**src/rtl/mcs4_pkg.sv**
```systemverilog
// Shared timing defaults and sequencer state encoding for the MCS-4 clock generator.
// Defaults: 27 ticks/period (1.35 us at 20 MHz), 64-period power-on-clear.
package mcs4_pkg;

  localparam int MCS4_PERIOD     = 27;
  localparam int MCS4_CLK1_W     = 8;
  localparam int MCS4_CLK2_START = 11;
  localparam int MCS4_CLK2_W     = 8;
  localparam int MCS4_POC_CYCLES = 64;

  typedef enum logic {
    PARKED  = 1'b0,
    RUNNING = 1'b1
  } mcs4_clk_state_t;

endpackage

```
**src/rtl/mcs4_poc_gen.sv**
```systemverilog
// Power-on-clear timer: counts bus periods while poc is high, then releases poc.
// Latency: poc falls one tick after the POC_CYCLES-th period_done; poc_req reloads next tick.
// No backpressure: free-running, poc_req always wins over a coincident period_done.
module mcs4_poc_gen
  import mcs4_pkg::*;
#(
  parameter int POC_CYCLES = MCS4_POC_CYCLES
) (
  input  logic sysclk,
  input  logic reset,
  input  logic period_done,
  input  logic poc_req,
  output logic poc
);

  localparam logic [9:0] POC_LAST = 10'(POC_CYCLES - 1);

  logic       poc_q;
  logic       poc_d;
  logic [9:0] poc_cnt_q;
  logic [9:0] poc_cnt_d;

  always_comb begin
    poc_d     = poc_q;
    poc_cnt_d = poc_cnt_q;
    if (poc_req) begin
      poc_d     = 1'b1;
      poc_cnt_d = '0;
    end else if (poc_q && period_done) begin
      poc_cnt_d = poc_cnt_q + 10'd1;
      if (poc_cnt_q == POC_LAST) begin
        poc_d = 1'b0;
      end
    end
  end

  always_ff @(posedge sysclk) begin
    if (reset) begin
      poc_q     <= 1'b1;
      poc_cnt_q <= '0;
    end else begin
      poc_q     <= poc_d;
      poc_cnt_q <= poc_cnt_d;
    end
  end

  assign poc = poc_q;

endmodule

```
**src/rtl/mcs4_clockgen.sv**
```systemverilog
// Two-phase non-overlapping MCS-4 bus clocks plus power-on-clear; MCS4_CLOCKGEN_STEP_EN adds single-period step.
// Latency: all outputs registered, decoded from the next counter value; clk1 rises on the first edge with run=1.
// No backpressure: dropping run parks only at the end of the current period, pulses are never truncated.
module mcs4_clockgen
  import mcs4_pkg::*;
#(
  parameter int PERIOD     = MCS4_PERIOD,
  parameter int CLK1_W     = MCS4_CLK1_W,
  parameter int CLK2_START = MCS4_CLK2_START,
  parameter int CLK2_W     = MCS4_CLK2_W,
  parameter int POC_CYCLES = MCS4_POC_CYCLES
) (
  input  logic sysclk,
  input  logic reset,
  input  logic run,
  input  logic poc_req,
`ifdef MCS4_CLOCKGEN_STEP_EN
  input  logic step,
`endif
  output logic clk1,
  output logic clk2,
  output logic poc,
  output logic period_done,
  output logic parked
);

  localparam int CW = $clog2(PERIOD);
  localparam logic [CW-1:0] CNT_LAST = CW'(PERIOD - 1);
  localparam logic [CW-1:0] CLK1_END = CW'(CLK1_W);
  localparam logic [CW-1:0] CLK2_LO  = CW'(CLK2_START);
  localparam logic [CW-1:0] CLK2_HI  = CW'(CLK2_START + CLK2_W);

  // Timing rules that guarantee a low gap on both sides of every pulse.
  generate
    if (PERIOD < 4 || PERIOD > 255 || POC_CYCLES < 1 || POC_CYCLES > 1023 ||
        CLK1_W < 1 || CLK2_W < 1 || CLK1_W >= CLK2_START ||
        CLK2_START + CLK2_W >= PERIOD) begin : g_bad_cfg
      $error("mcs4_clockgen: illegal timing parameters");
    end
  endgenerate

  mcs4_clk_state_t state_q, state_d;
  logic [CW-1:0]   cnt_q, cnt_d;
  logic            clk1_q, clk1_d;
  logic            clk2_q, clk2_d;
  logic            pd_q, pd_d;
  logic            start_go;

`ifdef MCS4_CLOCKGEN_STEP_EN
  logic step_q, step_d;

  always_comb begin
    step_d = step;
  end

  always_ff @(posedge sysclk) begin
    if (reset) begin
      step_q <= 1'b0;
    end else begin
      step_q <= step_d;
    end
  end

  // Rising edge only, so a held step yields a single period.
  assign start_go = run | (step & ~step_q);
`else
  assign start_go = run;
`endif

  always_comb begin
    state_d = state_q;
    cnt_d   = cnt_q;
    case (state_q)
      PARKED: begin
        cnt_d = CNT_LAST;
        if (start_go) begin
          state_d = RUNNING;
          cnt_d   = '0;
        end
      end
      RUNNING: begin
        if (cnt_q == CNT_LAST) begin
          if (run) begin
            cnt_d = '0;
          end else begin
            state_d = PARKED;
            cnt_d   = CNT_LAST;
          end
        end else begin
          cnt_d = cnt_q + CW'(1);
        end
      end
      default: begin
        state_d = PARKED;
        cnt_d   = CNT_LAST;
      end
    endcase

    clk1_d = (state_d == RUNNING) && (cnt_d < CLK1_END);
    clk2_d = (state_d == RUNNING) && (cnt_d >= CLK2_LO) && (cnt_d < CLK2_HI);
    pd_d   = (state_d == RUNNING) && (cnt_d == CNT_LAST);
  end

  always_ff @(posedge sysclk) begin
    if (reset) begin
      state_q <= PARKED;
      cnt_q   <= CNT_LAST;
      clk1_q  <= 1'b0;
      clk2_q  <= 1'b0;
      pd_q    <= 1'b0;
    end else begin
      state_q <= state_d;
      cnt_q   <= cnt_d;
      clk1_q  <= clk1_d;
      clk2_q  <= clk2_d;
      pd_q    <= pd_d;
    end
  end

  mcs4_poc_gen #(
    .POC_CYCLES (POC_CYCLES)
  ) u_poc_gen (
    .sysclk      (sysclk),
    .reset       (reset),
    .period_done (pd_q),
    .poc_req     (poc_req),
    .poc         (poc)
  );

  assign clk1        = clk1_q;
  assign clk2        = clk2_q;
  assign period_done = pd_q;
  assign parked      = (state_q == PARKED);

endmodule

```
**config.mk**
```make
export PLATFORM = sky130hd
export DESIGN_NAME = mcs4_clockgen
export DESIGN_NICKNAME = d
export VERILOG_FILES = /design/src/rtl/mcs4_pkg.sv /design/src/rtl/mcs4_poc_gen.sv /design/src/rtl/mcs4_clockgen.sv
export SDC_FILE = /design/constraint.sdc
export NUM_CORES = 1
export LEC_CHECK = 0
export CORE_AREA = 5 5 48 61
export CTS_BUF_LIST = sky130_fd_sc_hd__clkbuf_8
export DETAILED_ROUTE_END_ITERATION = 8
export DIE_AREA = 0 0 53 66
export SYNTH_ARGS = -nofsm -noshare
export SYNTH_HDL_FRONTEND = slang
export SYNTH_HIERARCHICAL = 1
export SYNTH_SLANG_ARGS = --single-unit
```
**constraint.sdc**
```tcl
create_clock -name sysclk -period 2.6 [get_ports sysclk]
set_input_delay 0.39 -clock sysclk [delete_from_list [all_inputs] [get_ports sysclk]]
set_output_delay 0.39 -clock sysclk [all_outputs]
set_load 0.1 [all_outputs]
```
======== Word level (Yosys, flattened, before mapping) ========
Cells that the tools add are included.
W data, S select, Z words.
operators by class
  $add $sub $neg .......................... 2
  $lt $le $gt $ge ......................... 3
  eq/ne operators ......................... 3
  mux-type cells .......................... 6
  bitwise gates (word level) .............. 1
  reduce and logical (&&, ||, !) cells .... 7
operators by type and width
  operator                 count
  $add A10 B1 Y10 const B  1
  $eq A10 B6 Y1 const B    1
  $eq A5 B5 Y1 const B     2
  $mux W5                  2
  $pmux W5 S2              1
  $add A5 B1 Y5 const B    1
  $ge A5 B4 Y1 const B     1
  $logic_and A1 B1 Y1      5
  $lt A5 B4 Y1 const B     1
  $lt A5 B5 Y1 const B     1
  $mux W1                  2
  $pmux W1 S2              1
  $reduce_and A2 Y1        1
  $reduce_or A2 Y1         1
  $not A1 Y1               1
word-level totals
  bits in registers ....................... 20
  output and inout port bits .............. 5

======== Longest topological paths before layout ========
Gate-level depths: netlist of run 1.
  depth after elaboration ................. 6
  gate-level depth with buffers ........... 7

======== By module ========
Netlist of run 1, hierarchy kept.
by module, submodules not included
  module         times used  cells each  area an instance (um2)  seq. area each (um2)
  mcs4_poc_gen   1           59          519.2                   220.2
  mcs4_clockgen  1           53          503.0                   180.2

======== Least setup slack after synthesis of run 1 ========
Ideal clock, no wire load.
  kind .................................... register to register
  from .................................... register u_poc_gen.poc_q, in the netlist u_poc_gen/poc
  to ...................................... register u_poc_gen.poc_cnt_q[7]
  arrival time ............................ 1.932 ns
  path slack .............................. 0.598 ns
  stages on the path, launching flop included .. 4
  cells stage by stage .................... dfxtp_1 nand4_4 or4_1 a21oi_1
on the way
  word-level cells in the longest chain between the ends .. 1
RTL lines
  element                 RTL line            RTL
  from (decl)             mcs4_poc_gen.sv:18  logic poc_q;
  from (signal assigned)  mcs4_poc_gen.sv:42  poc_q <= poc_d;
  $logic_and A1 B1 Y1     mcs4_poc_gen.sv:29  end else if (poc_q && period_done) begin
  to (signal assigned)    mcs4_poc_gen.sv:43  poc_cnt_q <= poc_cnt_d;
  to (decl)               mcs4_poc_gen.sv:20  logic [9:0] poc_cnt_q;
Every way passes these cells.
A chain may end at the register's enable or synchronous reset.

======== Worst setup path in the final report of run 1 ========
  from .................................... register cnt_q[0]
  to ...................................... register clk2_q, in the netlist clk2
on the way
  word-level cells in the longest chain between the ends .. 6
RTL lines
  element                                        RTL line                                  RTL
  from (decl)                                    mcs4_clockgen.sv:43                       logic [CW-1:0] cnt_q, cnt_d;
  from (signal assigned)                         mcs4_clockgen.sv:113                      cnt_q <= cnt_d;
  $add A5 B1 Y5 or $eq A5 B5 Y1 (tied branches)  mcs4_clockgen.sv:90, mcs4_clockgen.sv:82
  $mux W5                                        mcs4_clockgen.sv:82                       if (cnt_q == CNT_LAST) begin
  $pmux W5 S2                                    mcs4_clockgen.sv:73                       case (state_q)
  $ge A5 B4 Y1                                   mcs4_clockgen.sv:100                      clk2_d = (state_d == RUNNING) && (cnt_d >= CLK2_LO) && (cnt_d < CLK2_HI);
  $logic_and A1 B1 Y1                            mcs4_clockgen.sv:100
  $logic_and A1 B1 Y1 *                          mcs4_clockgen.sv:100
  to (signal assigned)                           mcs4_clockgen.sv:115                      clk2_q <= clk2_d;
  to (decl)                                      mcs4_clockgen.sv:45                       logic clk2_q, clk2_d;
Every way passes the cells marked *; elsewhere a longest branch is shown, timed or not.

==> flow_summary.json, run 1 <==
{
  "run_status": "completed",
  "pwr-share-clk": 0.315,
  "routed-wl-met3_um": 53,
  "numCtsBuffers": 3,
  "synth_seq_area_share": 0.392,
  "overflow": 0,
  "power.combinational.fraction": 0.151,
  "min-delay-start": "u_poc_gen/poc_cnt_q[9]",
  "placed_cells": 150,
  "insertedDiodeCount": 0,
  "fin_area_um2": 1150,
  "cells_on_worst_reg2reg_path": 7,
  "period_share": 0.609,
  "synth_flop_cell": "dfxtp_1",
  "yosysMostFrequentCell": "dfxtp_1",
  "io_pins": 9,
  "startpoint_type": "register",
  "layout.nets": 129,
  "synth_cells": 112,
  "via_to_cell_ratio": 5.44,
  "postCtsSetupRepairBufs": 0,
  "cp.arrival_ns": 1.78,
  "layout.core_utilization": 0.492,
  "cts.sinks": 20,
  "routabilityCongestion": 0.851,
  "timing.fmax_mhz": 631,
  "post_cts_resize_count": 0,
  "dp_hpwl_um": 1460,
  "die_h_um": 66,
  "area_of_the_mapped_netlist_um2": 1020,
  "vias": 833,
  "placed_area_um2": 1100,
  "rr_endpoint": "clk2",
  "coreArea_um2": 2330,
  "whs_endpoint": "u_poc_gen/poc_cnt_q[9]",
  "ys_ff_latch": 20,
  "grt_max_degree": 11,
  "final.setup.tns_ns": 0,
  "critPathCaptureType": "register",
  "finClkSkew_ns": 0.00121,
  "vdd.ir_drop.worst_v": 0.000335,
  "finish.cell_count_without_fillers": 153,
  "routedWlPerCell_um": 12.2,
  "final_hold_viol_count": 0,
  "worst_setup_hold_path_clk_slew_ns": 0.07,
  "rrSetupSlack_ns": 1.02,
  "netlist-cell-type-count": 41,
  "drv_cap": 0,
  "slew_viol_final": 0,
  "cts_root_buffer_type": "clkbuf_8",
  "synth_top_area_share": 0.392,
  "clk_latency_ns": 0.25,
  "core.rowCount": 20,
  "routed_wirelength_um": 1870,
  "switching_share": 0.264,
  "ctsHtreeMaxLevel": 1,
  "die_area_um2": 3500,
  "maximum_buffer_depth_of_the_clock_tree": 2,
  "min_path_cells": 2,
  "routed-wl-met2_um": 945,
  "power_density_nw_per_um2": 533,
  "largest_cells_by_area_after_synthesis": "dfxtp_1 (39%), ha_1 (3.7%), nand2_1 (3.7%)",
  "cellInternalPower_uw": 450,
  "dieWidth_um": 53,
  "hold_path.class": "register to register",
  "grt_pass1_wl_um": 3150,
  "track_usage": 0.121,
  "power.sequential.fraction": 0.534,
  "ys_warn_count": 6,
  "syn-mean-instance-area_um2": 9.13,
  "wl_met1_um": 815,
  "cts_hold_repair.buffers": 0,
  "post-synth-top-area-cell": "dfxtp_1",
  "detail_route.drc_violations": 0,
  "fin_crit_ns": 1.58,
  "detail-route-antenna-nets": 0,
  "highest-signal-layer": "met4",
  "firstDrtPassIters": 2,
  "grt_antenna_before_repair": 0,
  "area_growth_syn_to_layout_pct": 12.1,
  "cellLeakagePower_uw": 0.000382,
  "vias_in_the_first_global_route": 771,
  "slew_at_the_pin_with_the_worst_max_slew_slack_ns": 0.413,
  "synth.cells.most_frequent": "dfxtp_1 (20), nand2_1 (10), nor2_1 (10)",
  "netsw_uw": 161,
  "report.final.setup_viol": 0,
  "floorplan.initialDensity": 0.439,
  "r2r_start": "cnt_q[0]",
  "grt_setup_unrepaired": "no",
  "portBuffers": 8,
  "timing_worst_setup_path_type": "register to register",
  "synthesis.nets": 119,
  "synth-edff-count": 0,
  "post_synthesis_async_set_or_reset_flop_share": 0,
  "tritoncts_clock_tree": "yes",
  "max_slew_margin": 0.724,
  "layout-drive-gt1-share": 0.175,
  "drt_iter0_markers": 8,
  "critical_path_peak_fanout": 5,
  "required_ns": 2.80
}
==> cell usage in the layout (no fill, tap or decap), types with 2 or more instances in the layout <==
master	n
a21oi_1	6
inv_1	5
nor4_1	3
ha_1	3
nand4_1	3
dfxtp_1	20
nor2_1	10
buf_4	5
clkdlybuf4s50_1	3
o31ai_1	3
nor3_1	2
mux2i_1	2
clkbuf_8	3
xor2_1	3
nand2b_1	2
nand3_1	5
nand3_2	2
o21ai_0	3
or4_1	3
nand2_1	10
or3_1	3
==> registers in the layout, indices dropped and copies added, names as in the netlist <==
signal	flops
cnt_q	5
state_q	1
clk2	1
u_poc_gen/poc	1
period_done	1
clk1	1
u_poc_gen/poc_cnt_q	10
==> worst max-delay path: stages (launching register included) <==
cell      delay [ns]
dfxtp_1         0.42
inv_1           0.08
ha_1            0.32
nor2_2          0.06
nor4b_2         0.25
o22ai_1         0.12
a21boi_1        0.14
o21a_1          0.13
==> worst max-delay path by stage <==
stage / start / to / slack (ns) / depth (start not counted)
floorplan: u_poc_gen/poc / u_poc_gen/poc_cnt_q[7] / 0.60 / 3
global placement: reset / u_poc_gen/poc / 0.95 / 3
detailed placement: reset / u_poc_gen/poc / 0.92 / 3
CTS: cnt_q[0] / clk2 / 1.02 / 7
global route: cnt_q[0] / clk2 / 0.89 / 7
finish: cnt_q[0] / clk2 / 1.02 / 7
==> layer usage <==
layer  vias up  track usage
met4         0       0.0767
met3         6       0.0316
met5         -            0
met2        11        0.202
li1        421            -
met1       395        0.132
==> logic make-up (layout without fill, tap and decap cells) <==
group / after synthesis / after routing / synth area share
compound gates: 22 / 22 / 0.159
xor+xnor: 3 / 3 / 0.0257
fa+ha+maj: 3 / 3 / 0.0367
buf+inv: 9 / 17 / 0.0477
flops: 20 / 20 / 0.392
mux: 3 / 3 / 0.0306
simple gates: 52 / 52 / 0.308
==> power by group through the flow <==
| stage | combinational, uW | sequential [uW] | clock [uW] |
|---|---|---|---|
| floorplan | 62.0 | 343 | 0 |
| global placement | 92.6 | 333 | 0 |
| detailed placement | 92.6 | 333 | 0 |
| CTS | 92.8 | 326 | 199 |
| global route | 98.5 | 327 | 210 |
| finish | 92.2 | 326 | 192 |
==> per-stage QoR <==
stage | setup WS, ns | hold WS (ns) | total power, uW
floorplan | 0.598 | 0.444 | 405
global placement | 0.949 | 0.464 | 425
detailed placement | 0.916 | 0.472 | 426
CTS | 1.02 | 0.481 | 618
global route | 0.887 | 0.525 | 636
finish | 1.02 | 0.474 | 611
==> cell type report <==
cell class                 instances  area (um2)
tap                               33        41.3
multi-input combinational         83         573
inverter                           6        22.5
fill                             230        1180
sequential                        20         400
timing repair buffer               8        67.6
clock buffer                       3        41.3
Power figures use the tool's default switching activity.
==> run 2: changes to the inputs <==
==> constraint.sdc (replaced) <==
create_clock -name sysclk -period 1.5 [get_ports sysclk]
set_input_delay 0.225 -clock sysclk [delete_from_list [all_inputs] [get_ports sysclk]]
set_output_delay 0.225 -clock sysclk [all_outputs]
set_load 0.1 [all_outputs]
==> flow_summary.json, run 2 (same netlist as run 1, synthesis figures left out) <==
{
  "die_area_um2": 3500,
  "drt_iter0_markers": 11,
  "cts_root_buffer_type": "clkbuf_8",
  "track_usage": 0.140,
  "vias": 859,
  "grt_pass1_wl_um": 3680,
  "routedWlPerCell_um": 13.5,
  "power_density_nw_per_um2": 980,
  "overflow": 0,
  "final.fill_count": 211,
  "timing_worst_setup_path_type": "register to register",
  "detail-route-antenna-nets": 0,
  "grt_max_degree": 13,
  "switching_share": 0.245,
  "dieWidth_um": 53,
  "run_status": "completed",
  "max_slew_margin": 0.799,
  "startpoint_type": "register",
  "core.rowCount": 20,
  "cellLeakagePower_uw": 0.000468,
  "floorplan.initialDensity": 0.439,
  "via_to_cell_ratio": 5.30,
  "clk_latency_ns": 0.26,
  "die_h_um": 66,
  "slew_viol_final": 0,
  "pwr-share-clk": 0.409,
  "io_pins": 9,
  "required_ns": 1.71,
  "insertedDiodeCount": 0,
  "cp.arrival_ns": 1.66,
  "critPathCaptureType": "register",
  "area_growth_syn_to_layout_pct": 31.2,
  "top_register": "u_poc_gen/poc_cnt_q",
  "coreArea_um2": 2330,
  "placed_area_um2": 1220,
  "slew_at_the_pin_with_the_worst_max_slew_slack_ns": 0.299,
  "vias_in_the_first_global_route": 853,
  "portBuffers": 8,
  "tritoncts_clock_tree": "yes",
  "critical_path_peak_fanout": 3,
  "sequential_cell_area_um2": 412,
  "cts_hold_repair.buffers": 0,
  "worst_setup_hold_path_clk_slew_ns": 0.08,
  "layout.nets": 137,
  "power.sequential.fraction": 0.430,
  "multi_input_area_um2": 604,
  "power.combinational.fraction": 0.161,
  "firstDrtPassIters": 4,
  "hold_path.class": "register to register",
  "cts.sinks": 20,
  "ctsHtreeMaxLevel": 1,
  "drv_cap": 0,
  "largest_register_ffs": 10,
  "numCtsBuffers": 3,
  "maximum_buffer_depth_of_the_clock_tree": 2,
  "dp_hpwl_um": 1620,
  "vdd.ir_drop.worst_v": 0.000585,
  "fin_area_um2": 1340,
  "routed_wirelength_um": 2180,
  "finClkSkew_ns": 0.00448,
  "timing.fmax_mhz": 689,
  "period_share": 0.968,
  "hold-worst-slack_ns": 0.478,
  "report.final.setup_viol": 0,
  "grt_antenna_before_repair": 0,
  "timing.critical_path.slowest_cell_delay_ns": 0.34,
  "layout_top_registers": "u_poc_gen/poc_cnt_q (10), cnt_q (5)",
  "final_common_cell": "dfxtp_1",
  "cp_slowest_cell": "dfxtp_2",
  "layout.cells.most_common_list": "dfxtp_1 (15), nor2_1 (10), nand2_1 (9), buf_4 (8), a21oi_1 (6)",
  "final_hold_viol_count": 0,
  "routabilityCongestion": 0.824,
  "detail_route.drc_violations": 0,
  "layout-drive-gt1-share": 0.318,
  "worst_path_dominant_cell_family": "compound AO/OA/AOI/OAI gates",
  "netsw_uw": 322,
  "timing.critical_path.buf_inv": 1,
  "final.setup.tns_ns": 0,
  "fin_crit_ns": 1.45,
  "cellInternalPower_uw": 992,
  "critical_path.cell_chain": "inv_1, ha_4, a31oi_1, nor2b_1, o22ai_2, a21boi_2, o21a_1"
}
[run 2: worst min-delay path, cell delays in order (launching register included)]
cell     delay, ns
dfxtp_1       0.32
nand2_1       0.05
mux2i_1       0.05
[run 2: final timing paths]
check | startpoint | end | slack, ns | depth (start not counted)
hold reg to reg | u_poc_gen/poc_cnt_q[9] | u_poc_gen/poc_cnt_q[9] | 0.48 | 2
hold / removal | u_poc_gen/poc_cnt_q[9] | u_poc_gen/poc_cnt_q[9] | 0.48 | 2
setup / recovery | cnt_q[0] | clk2 | 0.05 | 7
setup reg to reg | cnt_q[0] | clk2 | 0.05 | 7
[run 2: repair_timing]
| item | in CTS | in global routing |
|---|---|---|
| hold endpoints to repair | 0 | 0 |
| buffers inserted | 1 | 1 |
| pin swaps | 2 | 8 |
| setup endpoints to repair | 1 | 3 |
| resized for setup | 1 | 9 |
[run 2: per-stage QoR]
| stage | power [uW] | setup slack [ns] | util | cells |
|---|---|---|---|---|
| floorplan | 699 | 0.0277 | - | 112 |
| global placement | 758 | 0.0569 | 0.524 | 156 |
| detailed placement | 759 | -0.00727 | 0.524 | 156 |
| CTS | 1300 | 0.00458 | 0.559 | 161 |
| global route | 1370 | -0.0375 | 0.576 | 162 |
| finish | 1310 | 0.0484 | 0.576 | 162 |
[run 2: power by group through the flow]
stage | Combinational [uW] | Clock (uW) | Sequential [uW]
2_1_floorplan | 107 | 0 | 592
3_3_place_gp | 184 | 0 | 574
3_5_place_dp | 185 | 0 | 574
4_1_cts | 193 | 550 | 562
5_1_grt | 225 | 579 | 568
6_report | 212 | 537 | 566
[run 2: cell type report]
cell class / instances / area share
clock buffer: 3 / 0.0308
tap: 33 / 0.0308
multi-input combinational: 83 / 0.451
sequential: 20 / 0.307
timing repair buffer: 16 / 0.142
inverter: 6 / 0.0168
clock inverter: 1 / 0.0224
[run 2: layer usage]
| layer | GRT usage | wire (um) |
|---|---|---|
| met4 | 0.0735 | 58 |
| met1 | 0.146 | 880 |
| met5 | 0 | 0 |
| met2 | 0.258 | 1190 |
| met3 | 0.0226 | 58 |
